[src/rtl/sa_pkg.sv]
// Shared defaults and types for the systolic-array result drain.
package sa_pkg;
  localparam int SA_ROWS = 8;
  localparam int SA_DW   = 32;
  localparam int SA_CNTW = 16;
  localparam int SA_RW   = (SA_ROWS > 1) ? $clog2(SA_ROWS) : 1;

  typedef logic [SA_RW-1:0] row_t;
  typedef logic [SA_DW-1:0] word_t;

  // The encoding is kept explicit so it lines up with older tooling.
  typedef enum logic [0:0] {
    IDLE   = 1'b0,
    STREAM = 1'b1
  } ser_state_e;
endpackage

[src/rtl/sa_vec_pingpong.sv]
// Two-entry result-vector store with full flags and in-order write/read pointers.
// A write strobe must only be raised when the entry at wr_ptr is empty.
// A release strobe must only be raised when the entry at rd_ptr is full.
module sa_vec_pingpong
  import sa_pkg::*;
#(
  parameter int ROWS = SA_ROWS,
  parameter int DW   = SA_DW,
  parameter int RW   = (ROWS > 1) ? $clog2(ROWS) : 1
) (
  input  logic                     clk,
  input  logic                     rstn,
  input  logic                     wr_en,
  input  logic [0:ROWS-1][DW-1:0]  wr_data,
  input  logic                     rel,
  input  logic [RW-1:0]            rd_row,
  output logic [1:0]               full,
  output logic                     wr_ptr,
  output logic                     rd_ptr,
  output logic [DW-1:0]            rd_data
);

  logic [1:0][0:ROWS-1][DW-1:0] mem;

  // Storage is cleared on reset so the read mux never shows X.
  always_ff @(posedge clk or negedge rstn) begin
    if (!rstn)      mem <= '0;
    else if (wr_en) mem[wr_ptr] <= wr_data;
  end

  // Capture and release always target different entries, so they are independent.
  always_ff @(posedge clk or negedge rstn) begin
    if (!rstn) begin
      full   <= '0;
      wr_ptr <= 1'b0;
      rd_ptr <= 1'b0;
    end else begin
      if (wr_en) begin
        full[wr_ptr] <= 1'b1;
        wr_ptr       <= ~wr_ptr;
      end
      if (rel) begin
        full[rd_ptr] <= 1'b0;
        rd_ptr       <= ~rd_ptr;
      end
    end
  end

  assign rd_data = mem[rd_ptr][rd_row];

endmodule

[src/rtl/sa_result_drain.sv]
// Drains completed SA_CORE result vectors into a ping-pong buffer and
// serialises them row by row onto a valid/ready stream.
module sa_result_drain
  import sa_pkg::*;
#(
  parameter int ROWS = SA_ROWS,
  parameter int DW   = SA_DW,
  parameter int CNTW = SA_CNTW
) (
  input  logic                        clk,
  input  logic                        rstn,
  input  logic [0:ROWS-1][DW-1:0]     res_in,
  input  logic [0:ROWS-1]             res_valid,
  output logic                        res_read,
  output logic [DW-1:0]               out_data,
  output logic [$clog2(ROWS)-1:0]     out_row,
  output logic                        out_last,
  output logic                        out_valid,
  input  logic                        out_ready,
  output logic [CNTW-1:0]             vec_count,
  output logic                        busy
);

  localparam int RW = $clog2(ROWS);

  logic [1:0]    full;
  logic          wr_ptr, rd_ptr;
  logic [DW-1:0] rd_word;
  ser_state_e    state;
  logic [RW-1:0] row_idx;
  logic          last, fire, rel, cap_rd, other_next;

  // A release in the same cycle is deliberately not considered: capture waits a cycle.
  assign res_read   = rstn & (&res_valid) & ~full[wr_ptr];

  assign last       = (row_idx == RW'(ROWS - 1));
  assign out_valid  = (state == STREAM);
  assign fire       = out_valid & out_ready;
  assign rel        = fire & last;
  assign out_data   = out_valid ? rd_word : '0;
  assign out_row    = row_idx;
  assign out_last   = out_valid & last;
  assign busy       = |full;

  // Capture landing in the entry the serialiser reads next (only when both are empty).
  assign cap_rd     = res_read & (wr_ptr == rd_ptr);
  // The other entry holds data after this edge: already full, or being captured now.
  // Counting the in-flight capture keeps back-to-back vectors gapless.
  assign other_next = full[~rd_ptr] | (res_read & (wr_ptr != rd_ptr));

  sa_vec_pingpong #(.ROWS(ROWS), .DW(DW), .RW(RW)) u_pp (
    .clk     (clk),
    .rstn    (rstn),
    .wr_en   (res_read),
    .wr_data (res_in),
    .rel     (rel),
    .rd_row  (row_idx),
    .full    (full),
    .wr_ptr  (wr_ptr),
    .rd_ptr  (rd_ptr),
    .rd_data (rd_word)
  );

  // Serialiser FSM, row counter and emitted-vector counter.
  always_ff @(posedge clk or negedge rstn) begin
    if (!rstn) begin
      state     <= IDLE;
      row_idx   <= '0;
      vec_count <= '0;
    end else begin
      case (state)
        IDLE:    if (full[rd_ptr] | cap_rd) state <= STREAM;
        STREAM:  if (fire) begin
                   row_idx <= last ? '0 : row_idx + 1'b1;
                   if (last) begin
                     vec_count <= vec_count + 1'b1;
                     if (!other_next) state <= IDLE;
                   end
                 end
        default: state <= IDLE;
      endcase
    end
  end

endmodule

[config.mk]
export PLATFORM = sky130hd
export DESIGN_NAME = sa_result_drain
export DESIGN_NICKNAME = d
export VERILOG_FILES = /design/src/rtl/sa_pkg.sv /design/src/rtl/sa_vec_pingpong.sv /design/src/rtl/sa_result_drain.sv
export SDC_FILE = /design/constraint.sdc
export NUM_CORES = 1
export LEC_CHECK = 0
export CAP_MARGIN = 20
export CORE_UTILIZATION = 60
export CTS_BUF_LIST = sky130_fd_sc_hd__clkbuf_2
export DETAILED_ROUTE_END_ITERATION = 10
export GPL_ROUTABILITY_DRIVEN = 0
export PLACE_DENSITY = 0.84
export SLEW_MARGIN = 15
export SYNTH_ARGS = -nofsm -noshare
export SYNTH_HDL_FRONTEND = slang
export SYNTH_HIERARCHICAL = 1
export SYNTH_SLANG_ARGS = --single-unit
[constraint.sdc]
create_clock -name clk -period 6.96 [get_ports clk]
set_clock_uncertainty 0.15 [all_clocks]
set_input_delay 1.392 -clock clk [delete_from_list [all_inputs] [get_ports clk]]
set_output_delay 1.392 -clock clk [all_outputs]
set_load 0.03 [all_outputs]
# Word-level counts from Yosys, hierarchy flattened
# Index checks and enable logic that the tools add are counted.
word_totals:
  reg_bits: 536
  input_bits: 267
  out_inout_bits: 55
  wordCells: 83
op_classes:
  add_sub_neg: 2
  n_lt_le_gt_ge: 6
  n_eq_ne: 3
  muxes: 27
  n_bitwise: 17
  n_reduce_logical: 6
ops:
  columns: ["operator", "count"]
  rows:
  - ["256-bit two-way mux", 3]
  - ["512-bit bitwise mux", 1]
  - ["256-bit demux with 1-bit select", 1]
  - ["32-bit binary-select mux with 3-bit select", 1]
  - ["32-bit two-way mux", 3]
  - ["16-bit by 1-bit adder with 16-bit output, second input constant", 1]
  - ["1-bit two-way mux", 12]
  - ["8-bit AND reduction", 1]
  - ["1-bit AND", 7]
  - ["1-bit by 2-bit less-than comparator with 1-bit output, second input constant", 3]
  - ["4-bit >= comparator, second input constant", 1]
  - ["2-bit two-way mux", 2]
  - ["1-bit NOT", 4]
  - ["3-bit NOT with 4-bit output", 1]
  - ["3-bit by 1-bit adder with 3-bit output, second input constant", 1]
  - ["3-bit == test, second input constant", 1]
  - ["3-bit two-way mux", 1]
  - ["3-bit AND reduction", 1]
  - ["2-bit AND", 1]
  - ["1-bit demux with 1-bit select", 2]
  - ["1-bit >= comparator, second input constant", 2]
  - ["1-bit logical AND", 2]
  - ["2-bit NOT", 1]
  - ["1-bit OR", 2]
  - ["6 further kinds", 6]

# Logic depth before layout (Yosys ltp)
depth:
  ltp_word: 10
  ltp_mapped: 9
  ltp_nobuf: 7

# Modules after synthesis
# Netlist, hierarchy kept.
by_module_without_submodules:
  columns: ["mod", "n_inst", "cells_each", "area_per_inst_um2", "seq_area_each_um2"]
  rows:
  - ["sa_vec_pingpong", 1, 1366, 22764.3, 12912.4]
  - ["sa_result_drain", 1, 124, 1202.4, 500.5]

# Worst setup path after synthesis
# OpenSTA, ideal clock, no wires.
synth_timing:
  path_type: "input port to output port"
  start: "in res_valid[0] (netlist bit)"
  end: "out res_read"
  arrival_ps: 2414
  required_time_ps: 5418
  path_slack_ps: 3004
  path_stages: 2
  path_buffers: 0
  path_cell_list: "nand4_1 > nor3_1"
synth_between:
  elab_chain_len: 3
synth_rtl:
  columns: ["item", "line_no", "text"]
  rows:
  - ["from (decl)", "sa_result_drain.sv:13", "input logic [0:ROWS-1] res_valid,"]
  - ["8-bit AND reduction", "sa_result_drain.sv:34", "assign res_read = rstn & (&res_valid) & ~full[wr_ptr];"]
  - ["1-bit AND (2 in a row)", "sa_result_drain.sv:34", null]
  - ["to (decl)", "sa_result_drain.sv:14", "output logic res_read,"]
# No other way between the ends.

# Worst setup path after layout
layout_timing:
  start: "reg u_pp.rd_ptr"
  end: "out out_data[14]"
layout_between:
  elab_chain_len: 6
layout_rtl:
  columns: ["item", "line_no", "text"]
  rows:
  - ["from (decl)", "sa_vec_pingpong.sv:19", "output logic rd_ptr,"]
  - ["from (signal assigned)", "sa_vec_pingpong.sv:44", "rd_ptr <= ~rd_ptr;"]
  - ["256-bit two-way mux (not written as such) (2 in a row)", "sa_vec_pingpong.sv:49", "assign rd_data = mem[rd_ptr][rd_row];"]
  - ["32-bit binary-select mux with 3-bit select", "sa_vec_pingpong.sv:49", null]
  - ["32-bit two-way mux (not written as such) (2 in a row)", "sa_vec_pingpong.sv:49", null]
  - ["via rd_word[14]", "sa_result_drain.sv:28", "logic [DW-1:0] rd_word;"]
  - ["32-bit two-way mux", "sa_result_drain.sv:40", "assign out_data = out_valid ? rd_word : '0;"]
  - ["to (decl)", "sa_result_drain.sv:15", "output logic [DW-1:0] out_data,"]
# The timed path passes the listed nets, and every way through them passes these cells. The select of a mux whose other input is x is not followed.

==> metrics.md <==
| Metric | Value |
|---|---|
| CTS tree | built |
| Initial Util | approximately 60% |
| Share of cells above drive strength 1 | roughly 45% |
| Required @ worst endpoint | 5420 ps |
| Hold WC Path Type | primary input to async pin |
| Clock Sinks | 536 |
| Top cells by area, synth | dfrtp_1 56%, mux2_2 24%, mux4_2 12% |
| DRT Pass-1 Iters | 5 |
| Status | finished clean |
| # setup viols final | 0 |
| Count of final max-slew check failures | 0 |
| Top cell type's share of synthesized area | 56.0% |
| # nets final | 2136 |
| Worst skew pair latency | ~1100 ps |
| Fillers | 2515 |
| Die width | 202 microns |
| Synthesized flop and latch total | around 540 |
| Total power | around 7 mW |
| Actual slew at the worst max-slew pin | 1300 ps |
| WL final | 57.6 mm |
| CTS Hold Buffers Added | 0 |
| P_leak | 14.0 nW |
| Detailed placer's ending HPWL | 38.5 mm |
| Num rows | 72 |
| Cell Area, Synth | 24000 sq um |
| Critical path endpoint category | output pin |
| Synth warn | 6 |
| # IOs | about 320 |
| GR Util met3 | roughly 10% |
| Largest net degree at the start of global routing | 185 |
| Die area | a little over 40000 sq um |
| Post-Syn Area per Cell | 16.1 sq um |
| Synth Flop Type | dfrtp_1 |
| Hold slack final | 91.6 ps |
| Final Cycle Share | 82.8% |
| Asr flop ratio synth | 100% |
| Synth Net Count | 1760 |
| Final worst slack | 1200 ps |
| Hold Fails Final Rpt | 0 |
| Biggest area consumer among synthesized cells | dfrtp_1 |
| Sequential cell area fraction in the yosys report | 56.0% |
| Postcts setup bufs | 0 |
| Height of the die | 202 microns |
| Setup TNS | 0 ps |
| Crit path max fanout | 26 |
| Critical path class | register to output pin |
| H-tree levels | 4 |
| Slew HR | 13.3% |
| Grt total ovfl | 0 |
| Most common cell in the netlist | dfrtp_1 |
| DRT iter0 DRCs | 702 |
| Unrepaired setup endpoints after global routing | no |
| Core area | roughly 40000 sq um |
| R2r startpoint | u_pp/wr_ptr$_DFFE_PN0P_ |
| Global-route wire length before repair | 90.5 mm |
| Worst vdd ir | between 0.15 and 0.2 mV |
| Antenna-violating nets left | 0 |
| GR met1 Demand/Resource | 37.1% |
| Clock Path Buffers | 3 |
| Synthesis-to-layout area growth | 19.8% |
| Startpoint class of the critical path | register |
| Vias in the first global route | 16100 |
| DR DRC count | 0 |
| Synth Instances | 1490 |
| Avg Vias per Cell | 5.91 |
| Tot GR Track Use | 29.4% |
| Grt peak-use layer | met2 |
| Post-synth EDFFs | 0 |
| PostCTS Resize Cnt | 0 |
| Reg2reg setup slack | 3220 ps |
| Reg2reg end | u_pp/mem[186]$_DFFE_PN0P_ |
| Peak Freq | 174 MHz |
| Root Buffer Master | clkbuf_2 |
| Cell count of the worst reg-to-reg path | 6 |
| Clock slew at reported path FFs | 110 ps |
| Post-synth cell types | 37 |
| Worst Path Arrival | 4220 ps |
| Via count | around 15000 |
| Most common library cells after synthesis | 536 x dfrtp_1, 515 x mux2_2, 128 x mux4_2 |
| Wire per inst | 23.2 microns |
| Post-route minimum period | roughly 5800 ps |
| Initial antenna violation count | 19 |
| CTS buffer count | around 140 |
| Pre-CTS setup slack | 1970 ps |
| PD cells | 240 nW/um^2 |
| Max cap viols | 0 |
| Port Buf Inserts | 321 |
| GRT met2 Usage | 46.7% |
==> layout by cell type, fill, tap and decap left out, types with 2 or more instances in the layout <==
master,count
a21oi_1,4
nand2_1,42
and2_1,32
dfrtp_1,534
xor2_1,6
nand3_1,7
nor2b_4,3
inv_1,3
xnor2_1,10
clkbuf_2,199
buf_12,7
a22oi_1,64
nor2_1,6
nor3_1,3
clkinv_1,19
clkdlybuf4s50_1,320
and2_2,2
and4_1,2
mux2_2,515
dfrtp_4,2
ha_1,3
clkinv_2,2
diode_2,11
buf_4,13
mux4_2,128
nand4_1,4
==> worst max-delay path, stage by stage (launching register included) <==
cell and delay (ps):
dfrtp_4 810, buf_4 490, mux4_2 550, a22oi_1 450, nand2_1 80, and2_1 180
clkdlybuf4s50_1 580
==> flip-flops by register name, summed over array words and instances, names as in the netlist <==
name	flops
u_pp/mem	512
u_pp/rd_ptr	1
u_pp/full	2
out_valid	1
out_row	3
u_pp/wr_ptr	1
vec_count	16
==> through the flow <==
stage | util [%] | std cells | area [sq um]
after floorplan | - | 1490 | 24000
after global placement | 70.7 | 2244 | 27600
after detailed placement | 70.7 | 2244 | 27600
after CTS | 73.4 | 2464 | 28600
after global routing | 73.6 | 2473 | 28700
final | 73.6 | 2477 | 28700
==> cell families (layout without fill, tap and decap cells) <==
logic type / after synthesis / in the layout / share of synthesized area, %
DFF: 536 / 536 / 56.0
xor gates and xnor gates: 17 / 17 / 0.653
other: 0 / 11 / 0
AOI/OAI and AO/OA: 72 / 72 / 2.22
buffers and inverters: 108 / 566 / 2.32
adders and majority gates: 3 / 3 / 0.157
muxes: 644 / 644 / 36.3
and+or+nand+nor: 110 / 110 / 2.42
==> final cells by class <==
| cell class | instances | area (sq um) | area share [%] |
|---|---|---|---|
| timing repair buffer | 343 | 3490 | 12.2 |
| sequential | 536 | 13400 | 46.7 |
| inverter | 3 | 11.3 | 0.0392 |
| clock buffer | 199 | 996 | 3.47 |
| tap | 518 | 648 | 2.26 |
| antenna | 11 | 27.5 | 0.0959 |
| multi-input combinational | 846 | 10000 | 35.0 |
| clock inverter | 21 | 81.3 | 0.283 |
==> report_power, final <==
part	internal [mW]	total, mW	switching [mW]
logic	0.726	1.57	0.847
clock network	0.746	1.94	1.19
registers	3.21	3.39	0.174
==> metal layers <==
layer  vias to the layer above  wire length, microns
li1                       6398                     -
met1                      7655                 22500
met2                       462                 28800
met3                       122                  4320
met4                        14                  1870
met5                         -                    98
==> worst max path at each step <==
stage | endpoint | cells after the start | from
final | out_data[14] | 6 | u_pp/rd_ptr$_DFFE_PN0P_
after CTS | out_data[14] | 6 | u_pp/rd_ptr$_DFFE_PN0P_
after global routing | out_data[14] | 6 | u_pp/rd_ptr$_DFFE_PN0P_
after detailed placement | res_read | 4 | res_valid[0]
after floorplan | res_read | 2 | res_valid[0]
after global placement | res_read | 4 | res_valid[0]
Power figures use the tool's default switching activity.
